`config.mk`:
```
export PLATFORM = sky130hd
export DESIGN_NAME = csel_add_pipe
export DESIGN_NICKNAME = d
export VERILOG_FILES = /design/src/rtl/csel_add_pipe.sv
export SDC_FILE = /design/constraint.sdc
export NUM_CORES = 1
export LEC_CHECK = 0
export ABC_AREA = 1
export CORE_AREA = 2 2 121 123
export CTS_BUF_LIST = sky130_fd_sc_hd__clkbuf_4 sky130_fd_sc_hd__clkbuf_8
export CTS_CLUSTER_SIZE = 10
export DETAILED_ROUTE_END_ITERATION = 10
export DIE_AREA = 0 0 123 125
export PLACE_DENSITY = 0.72
export REMOVE_ABC_BUFFERS = 1
export SYNTH_ARGS = -nofsm -noshare
export SYNTH_HDL_FRONTEND = slang
export SYNTH_SLANG_ARGS = --single-unit
```
`constraint.sdc`:
```
create_clock -name clk -period 4.8 [get_ports clk]
set_input_delay 0.96 -clock clk [delete_from_list [all_inputs] [get_ports clk]]
set_output_delay 0.96 -clock clk [all_outputs]
set_load 0.05 [all_outputs]
```
`src/rtl/csel_add_pipe.sv`:
```
// csel_add_pipe: two-stage pipelined carry-select adder/subtractor with
// valid/ready flow control. Stage 1 forms conditional slice sums and slice
// generate/propagate; stage 2 resolves slice carries with a Kogge-Stone
// prefix, selects the slice sums and derives the flags.
module csel_add_pipe #(
    parameter int unsigned WIDTH = 32,
    parameter int unsigned BLOCK = 4
) (
    input  logic             clk,
    input  logic             rst,
    input  logic             in_valid,
    output logic             in_ready,
    input  logic [WIDTH-1:0] a,
    input  logic [WIDTH-1:0] b,
    input  logic             cin,
    input  logic             sub,
    output logic             out_valid,
    input  logic             out_ready,
    output logic [WIDTH-1:0] sum,
    output logic             cout,
    output logic             ovf,
    output logic             zero
);

    localparam int unsigned NB  = WIDTH / BLOCK;
    localparam int unsigned LVL = $clog2(NB);
    localparam int unsigned BW  = BLOCK + 1;

    // Stage 1 state
    logic                         s1_valid_q, s1_valid_d;
    logic [NB-1:0][BLOCK-1:0]     sum0_q, sum0_d;
    logic [NB-1:0][BLOCK-1:0]     sum1_q, sum1_d;
    logic [NB-1:0]                g_q, g_d;
    logic [NB-1:0]                p_q, p_d;
    logic                         c_eff_q, c_eff_d;
    logic                         a_msb_q, a_msb_d;
    logic                         b_msb_q, b_msb_d;

    // Stage 2 (output) state
    logic                         out_valid_q, out_valid_d;
    logic [WIDTH-1:0]             sum_q, sum_d;
    logic                         cout_q, cout_d;
    logic                         ovf_q, ovf_d;
    logic                         zero_q, zero_d;

    // Combinational helpers
    logic [WIDTH-1:0]             b_eff;
    logic                         c_eff;
    logic                         s2_free;
    logic                         s1_adv;
    logic [BW-1:0]                t0, t1;
    logic [LVL:0][NB-1:0]         gl, pl;
    logic [NB-1:0]                slice_c;
    logic [WIDTH-1:0]             res;
    logic                         res_cout;

    // Handshake: ready flows combinationally from out_ready back to in_ready
    always_comb begin
        s2_free  = ~out_valid_q | out_ready;
        s1_adv   = s1_valid_q & s2_free;
        in_ready = rst | ~s1_valid_q | s2_free;
    end

    // Operand preparation: subtract is A + ~B + 1
    always_comb begin
        b_eff = sub ? ~b : b;
        c_eff = sub | cin;
    end

    // Stage 1 next state: both conditional slice sums plus slice G/P
    always_comb begin
        s1_valid_d = s1_valid_q;
        sum0_d     = sum0_q;
        sum1_d     = sum1_q;
        g_d        = g_q;
        p_d        = p_q;
        c_eff_d    = c_eff_q;
        a_msb_d    = a_msb_q;
        b_msb_d    = b_msb_q;
        t0         = '0;
        t1         = '0;
        if (in_ready) begin
            s1_valid_d = in_valid;
            if (in_valid) begin
                for (int unsigned k = 0; k < NB; k++) begin
                    t0 = BW'(a[k*BLOCK +: BLOCK]) + BW'(b_eff[k*BLOCK +: BLOCK]);
                    t1 = t0 + BW'(1);
                    sum0_d[k] = t0[BLOCK-1:0];
                    sum1_d[k] = t1[BLOCK-1:0];
                    g_d[k]    = t0[BLOCK];
                    p_d[k]    = t1[BLOCK] ^ t0[BLOCK];
                end
                c_eff_d = c_eff;
                a_msb_d = a[WIDTH-1];
                b_msb_d = b_eff[WIDTH-1];
            end
        end
    end

    // Kogge-Stone prefix over the registered slice G/P vectors
    always_comb begin
        gl    = '0;
        pl    = '0;
        gl[0] = g_q;
        pl[0] = p_q;
        for (int unsigned i = 0; i < LVL; i++) begin
            for (int unsigned j = 0; j < NB; j++) begin
                if (j >= (32'd1 << i)) begin
                    gl[i+1][j] = gl[i][j] | (pl[i][j] & gl[i][j - (32'd1 << i)]);
                    pl[i+1][j] = pl[i][j] & pl[i][j - (32'd1 << i)];
                end else begin
                    gl[i+1][j] = gl[i][j];
                    pl[i+1][j] = pl[i][j];
                end
            end
        end
    end

    // Slice carries and carry-select of the final sum
    always_comb begin
        slice_c    = '0;
        slice_c[0] = c_eff_q;
        for (int unsigned k = 1; k < NB; k++) begin
            slice_c[k] = gl[LVL][k-1] | (pl[LVL][k-1] & c_eff_q);
        end
        res = '0;
        for (int unsigned k = 0; k < NB; k++) begin
            res[k*BLOCK +: BLOCK] = slice_c[k] ? sum1_q[k] : sum0_q[k];
        end
        res_cout = gl[LVL][NB-1] | (pl[LVL][NB-1] & c_eff_q);
    end

    // Stage 2 next state: result and flags load when stage 1 advances
    always_comb begin
        out_valid_d = out_valid_q;
        sum_d       = sum_q;
        cout_d      = cout_q;
        ovf_d       = ovf_q;
        zero_d      = zero_q;
        if (s2_free) begin
            out_valid_d = s1_valid_q;
        end
        if (s1_adv) begin
            sum_d  = res;
            cout_d = res_cout;
            ovf_d  = (a_msb_q == b_msb_q) & (res[WIDTH-1] != a_msb_q);
            zero_d = ~|res;
        end
    end

    // Pipeline registers; reset discards any in-flight beat
    always_ff @(posedge clk) begin
        if (rst) begin
            s1_valid_q  <= 1'b0;
            sum0_q      <= '0;
            sum1_q      <= '0;
            g_q         <= '0;
            p_q         <= '0;
            c_eff_q     <= 1'b0;
            a_msb_q     <= 1'b0;
            b_msb_q     <= 1'b0;
            out_valid_q <= 1'b0;
            sum_q       <= '0;
            cout_q      <= 1'b0;
            ovf_q       <= 1'b0;
            zero_q      <= 1'b0;
        end else begin
            s1_valid_q  <= s1_valid_d;
            sum0_q      <= sum0_d;
            sum1_q      <= sum1_d;
            g_q         <= g_d;
            p_q         <= p_d;
            c_eff_q     <= c_eff_d;
            a_msb_q     <= a_msb_d;
            b_msb_q     <= b_msb_d;
            out_valid_q <= out_valid_d;
            sum_q       <= sum_d;
            cout_q      <= cout_d;
            ovf_q       <= ovf_d;
            zero_q      <= zero_d;
        end
    end

    assign out_valid = out_valid_q;
    assign sum       = sum_q;
    assign cout      = cout_q;
    assign ovf       = ovf_q;
    assign zero      = zero_q;

endmodule

```
==> impl_metrics.tcl, run 1 <==
set metrics [dict create \
    status "finished, final reports clean" \
    clock_path_buffers 2 \
    die_w_um 123 \
    insertion_delay_ns 0.44 \
    worstHoldPathCells 2 \
    ios 107 \
    synthToLayoutAreaGrowth_pct 24.1 \
    fin_hold_ws_ns 0.453 \
    required_ns 3.84 \
    cp-end-kind "output port" \
    min_path_type "register to register" \
    min_from "sum1_q[17]$_SDFFE_PP0P_" \
    synth_edf_count 0 \
    hold_violations 0 \
    report.final.slew_viol_count 0 \
    wl_per_cell_um 12.6 \
    wl_um 14900 \
    grt_antenna_before_repair 0 \
    grt_pass1_wl_um 25400 \
    ys_warn_count 0 \
    r2r_slack_ns 2.78 \
    cts_tree "built" \
    period_share_pct 74.3 \
    setup_viol 0 \
    tightest_slew_ns 0.906 \
    antennaDiodeCount 0 \
    start_util_pct 46.4 \
    grt_pass1_vias 5513 \
    drcViolationCount 0 \
    rows 44 \
    grt_max_degree 80 \
    coreArea_um2 14200 \
    worstPathArrival_ns 2.61 \
    synth.avg_cell_area_um2 7.37 \
    grt_usage_pct 20.4 \
    synthArstFlopShare_pct 0 \
    ctsResizeCount 0 \
    yosysSeqAreaShare_pct 36.5 \
    hold_end "sum1_q[17]$_SDFFE_PP0P_" \
    cts_max_level 4 \
    io_buffer_count 106 \
    drt_iter0_markers 395 \
    yosysUniqueCellTypes 33 \
    ir_drop_mv 0.169 \
    synth_top_area_share_pct 36.5 \
    layout_setup_ws_ns 1.23 \
    dr.pass1.iters 5 \
    crit_fanout 3 \
    place_ws_ns 1.21 \
    r2r-end "sum1_q[19]$_SDFFE_PP0P_" \
    slew-limit-headroom_pct 39.6 \
    drv_cap 0 \
    r2r-start "s1_valid_q$_SDFFE_PP0N_" \
    cts_num_sinks 120 \
    place_congestion 0.853 \
    cts_setup_buffers 0 \
    drive_above_1_share_pct 6.41 \
    ctsHoldBuffers 0 \
    power_density_nw_per_um2 352 \
    grt_overflow 0 \
    syn_inst 894 \
    rsz0062_at_grt "false" \
    fin_crit_ns 3.57 \
    die_y_um 125 \
    numCtsBuffers 17 \
    finalNetCount 1106 \
    critical_path_class "primary input to output port" \
    hpwl_um 10500 \
    synth_area_um2 6590 \
    fin_skew_ns 0.0111 \
    total_power_uw 2870 \
    max_freq_ghz 0.280 \
    synth_seq_cells 120 \
    clkTransAtPathRegs_ns 0.06 \
    die_area_um2 15400 \
    synth_area_leaders "dfxtp_1 (36%), nand2_1 (8.7%), ha_1 (7.6%)" \
    p_leak_uw 0.00379 \
    clock-root-buffer "clkbuf_8" \
    ys.flop_type "dfxtp_1" \
    synth_top_cell_by_area "dfxtp_1" \
    ant_nets 0 \
    vias_per_cell 4.90 \
    num_vias 5794 \
    crit_path_start_kind "primary input" \
    reg2reg_depth 7 \
    fin_setup_tns_ns 0 \
]
==> worst max-delay path: stages <==
cell and delay [ns]:
clkdlybuf4s50_1 0.39, inv_1 0.05, nand2_1 0.07, nor3_1 0.33, inv_1 0.10, clkdlybuf4s50_1 0.71
==> Yosys cell counts (5+ instances only) <==
cell type	instances
a211oi_1	7
a21oi_1	68
a31oi_1	8
buf_2	13
clkbuf_1	22
dfxtp_1	120
fa_1	8
ha_1	40
inv_1	106
nand2_1	152
nand2_2	5
nand2_4	5
nand3_1	41
nand4_1	6
nor2_1	113
o211ai_1	9
o21ai_0	84
xnor2_1	14
xor2_1	45
==> registers in the layout, indices dropped and copies added, names as in the netlist <==
| signal | count |
|---|---|
| p_q | 8 |
| out_valid | 1 |
| g_q | 8 |
| zero | 1 |
| ovf | 1 |
| sum1_q | 32 |
| a_msb_q | 1 |
| b_msb_q | 1 |
| s1_valid_q | 1 |
| cout | 1 |
| c_eff_q | 1 |
| sum | 32 |
| sum0_q | 32 |
==> report_power, final <==
| group | internal [uW] | switching [uW] | leakage, uW |
|---|---|---|---|
| logic | 322 | 466 | 0.00259 |
| clock network | 543 | 395 | 0.000204 |
| registers | 1100 | 53.1 | 0.000992 |
| total | 1960 | 915 | 0.00379 |
==> kinds of logic (layout without fill, tap and decap cells) <==
| logic type | after synthesis | after routing | synth area share [%] |
|---|---|---|---|
| buffers and inverters | 147 | 252 | 8.62 |
| flip-flops | 120 | 120 | 36.5 |
| adder cells (fa/ha/maj) | 48 | 48 | 10.0 |
| AND/OR/NAND/NOR | 336 | 336 | 21.8 |
| AO/OA/AOI/OAI | 184 | 184 | 15.3 |
| XOR/XNOR | 59 | 59 | 7.84 |
==> routing by layer <==
| metal | global-route usage [%] | routed length (um) |
|---|---|---|
| met3 | 3.24 | 599 |
| met5 | 0 | 0 |
| met1 | 27.0 | 7050 |
| met2 | 33.5 | 7030 |
| met4 | 7.29 | 245 |
==> area by class of cell <==
class	count	area (um2)
Fill cell	1381	6030
Timing Repair Buffer	114	1110
Clock inverter	9	125
Sequential cell	120	2400
Multi-Input combinational cell	627	3620
Tap cell	184	230
Clock buffer	21	277
Inverter	108	405
==> per-stage QoR <==
stage,cells,area [um2],util [%]
after floorplan,855,6430,-
after global placement,1153,7770,54.7
after detailed placement,1153,7770,54.7
after CTS,1183,8180,57.6
after global routing,1183,8180,57.6
final,1183,8180,57.6
==> worst max-delay path by stage <==
stage                          from                       to  slack, ns
final                     out_ready                 in_ready       1.23
after global placement    out_ready                 in_ready       1.25
after floorplan           out_ready  sum1_q[23]$_SDFFE_PP0P_       0.84
after global routing      out_ready                 in_ready       1.11
after detailed placement  out_ready                 in_ready       1.21
after CTS                 out_ready                 in_ready       1.22
==> cell usage in the layout, fill, tap and decap left out, drive strengths merged, types with 4 or more instances in the layout <==
cell type	count
inv	107
clkbuf	21
o211ai	9
xnor2	14
nor3	4
dfxtp	120
nand2	163
o21ai	86
nand4	6
a31oi	8
fa	8
ha	40
nand3	44
a211oi	7
buf	10
clkinv	5
clkdlybuf4s50	104
a21oi	71
or2	4
xor2	45
nor2	114
No activity file was read; power rests on OpenSTA's default activity.
==> run 2: changes to the inputs <==
Clock period 4.8 ns to 3.49 ns, I/O delays scaled along.
==> run 2 against run 1 <==
Clock power grew 56%. Combinational power grew 40%. Wire length rose by 1.1%. Sequential cell count stayed put. Utilization rose by 0.70 points. Sequential share of layout area down 0.36 points. Critical path type unchanged.
==> impl_metrics.tcl, run 2 (same netlist as run 1, synthesis figures left out) <==
set metrics [dict create \
    status "finished, final reports clean" \
    grt_usage_pct 20.8 \
    cts_setup_buffers 0 \
    grt_max_degree 80 \
    fin_hold_ws_ns 0.453 \
    hold_end "sum1_q[9]$_SDFFE_PP0P_" \
    postPlaceCellArea_um2 7820 \
    p_clk_share_pct 35.3 \
    min_path_type "register to register" \
    coreArea_um2 14200 \
    drcViolationCount 0 \
    die_y_um 125 \
    antennaDiodeCount 0 \
    start_util_pct 46.4 \
    max_freq_ghz 0.387 \
    cp_common_cell "inv_1" \
    rows 44 \
    report.final.slew_viol_count 0 \
    wl_per_cell_um 12.7 \
    p_leak_uw 0.00384 \
    hpwl_um 10800 \
    insertion_delay_ns 0.45 \
    worstPathArrival_ns 1.89 \
    layout_commonest_cell "nand2_1" \
    cts_tree "built" \
    min_from "sum1_q[9]$_SDFFE_PP0P_" \
    ios 107 \
    critPathMaxStageDelay_ns 0.40 \
    wl_um 15100 \
    vias_per_cell 4.91 \
    fin_skew_ns 0.0113 \
    clock-root-buffer "clkbuf_8" \
    crit_fanout 3 \
    dr.pass1.iters 5 \
    cp_slowest_cell "clkdlybuf4s50_1" \
    cp_cell_sequence "clkdlybuf4s50_1 > inv_1 > nand2_1 > nor3_1 > inv_1 > buf_4" \
    rsz0062_at_grt "false" \
    tightest_slew_ns 0.746 \
    die_area_um2 15400 \
    cts_num_sinks 120 \
    die_w_um 123 \
    grt_pass1_vias 5579 \
    crit_family "buffers and inverters" \
    r2r_slack_ns 1.58 \
    global_route.usage.met1_pct 27.7 \
    drive_above_1_share_pct 6.60 \
    synthToLayoutAreaGrowth_pct 25.6 \
    intPower_uw 2870 \
    comb_power_share_pct 26.5 \
    power_density_nw_per_um2 500 \
    num_vias 5818 \
    clock_path_buffers 2 \
    numCtsBuffers 17 \
    critical_path_class "primary input to output port" \
    ant_nets 0 \
    layout_common_cells "nand2_1 (152), dfxtp_1 (120), nor2_1 (113)" \
    finalNetCount 1107 \
    grt_pass1_wl_um 25700 \
    r2r-end "zero$_SDFFE_PP0P_" \
    r2r-start "c_eff_q$_SDFFE_PP0P_" \
    crit_path_start_kind "primary input" \
    reg2reg_depth 10 \
    ir_drop_mv 0.244 \
    drv_cap 0 \
    slew-limit-headroom_pct 50.3 \
    grt_antenna_before_repair 0 \
    hold_violations 0 \
    grt_use_met3_pct 3.24 \
    ctsResizeCount 0 \
    cts_max_level 4 \
    seq_power_share_pct 38.2 \
    period_share_pct 74.0 \
    cp-end-kind "output port" \
    design_area_um2 8280 \
    setup_viol 0 \
    grt_overflow 0 \
    required_ns 2.79 \
    place_congestion 0.827 \
    cp_num_buf_inv 4 \
    swShare_pct 30.6 \
    fin_crit_ns 2.58 \
    clkTransAtPathRegs_ns 0.07 \
    grt_busiest_layer "met2" \
    use_met2_pct 34.1 \
    switching_power_uw 1270 \
    fillers 1328 \
    ctsHoldBuffers 0 \
    drt_iter0_markers 332 \
    io_buffer_count 106 \
    worstHoldPathCells 2 \
]
-- run 2: cell types whose count changed in the layout (fill, tap and decap cells not counted) --
cell             previous run  this run
buf_4                       8         7
bufinv_16                   3         5
clkinvlp_4                  2         0
clkbuf_4                    2         0
clkbuf_8                   19        21
clkdlybuf4s50_1           104       103
buf_12                      0         3
-- run 2: how the worst max path moves through the flow --
stage,start,to,cells past startpoint
3_5_place_dp,b[16],sum1_q[19]$_SDFFE_PP0P_,12
2_1_floorplan,out_ready,sum1_q[23]$_SDFFE_PP0P_,9
5_1_grt,out_ready,in_ready,6
6_report,out_ready,in_ready,6
3_3_place_gp,b[16],sum1_q[19]$_SDFFE_PP0P_,12
4_1_cts,out_ready,in_ready,6
-- run 2: stage by stage --
stage               setup WS (ns)  power, uW  utilization (%)  cells  setup TNS, ns
floorplan                  -0.208       2350                -    855          -1.65
global placement            0.617       2690             55.0   1154              0
detailed placement          0.571       2700             55.0   1154              0
CTS                         0.905       4160             58.3   1184              0
global route                0.779       4380             58.3   1184              0
finish                      0.906       4140             58.3   1184              0
-- run 2: layout make-up --
type                       instances  area, um2  share of cell area (%)
inverter                         108        405                    4.90
sequential                       120       2400                    29.0
clock buffer                      21        289                    3.49
multi-input combinational        627       3620                    43.8
clock inverter                     9        170                    2.06
timing repair buffer             115       1150                    13.9
tap                              184        230                    2.78
-- run 2: power groups by stage --
| stage | combinational (uW) | sequential, uW | clock [uW] |
|---|---|---|---|
| floorplan | 659 | 1700 | 0 |
| global placement | 1080 | 1610 | 0 |
| detailed placement | 1100 | 1610 | 0 |
| CTS | 1100 | 1580 | 1480 |
| global route | 1240 | 1590 | 1540 |
| finish | 1100 | 1580 | 1460 |
-- run 2: worst register-to-register path: stages, from the launching register on --
cell	delay, ns
dfxtp_1	0.46
inv_1	0.14
o21ai_0	0.34
nand3_1	0.12
nor2_1	0.17
nand2_1	0.07
nor2_1	0.18
nand2_1	0.09
nor2_1	0.11
nand2_1	0.07
a21oi_2	0.10
-- run 2: metal layers --
layer	up-vias	routed length [um]
li1	3070	-
met5	-	0
met2	121	6940
met4	0	309
met3	24	581
met1	2603	7250
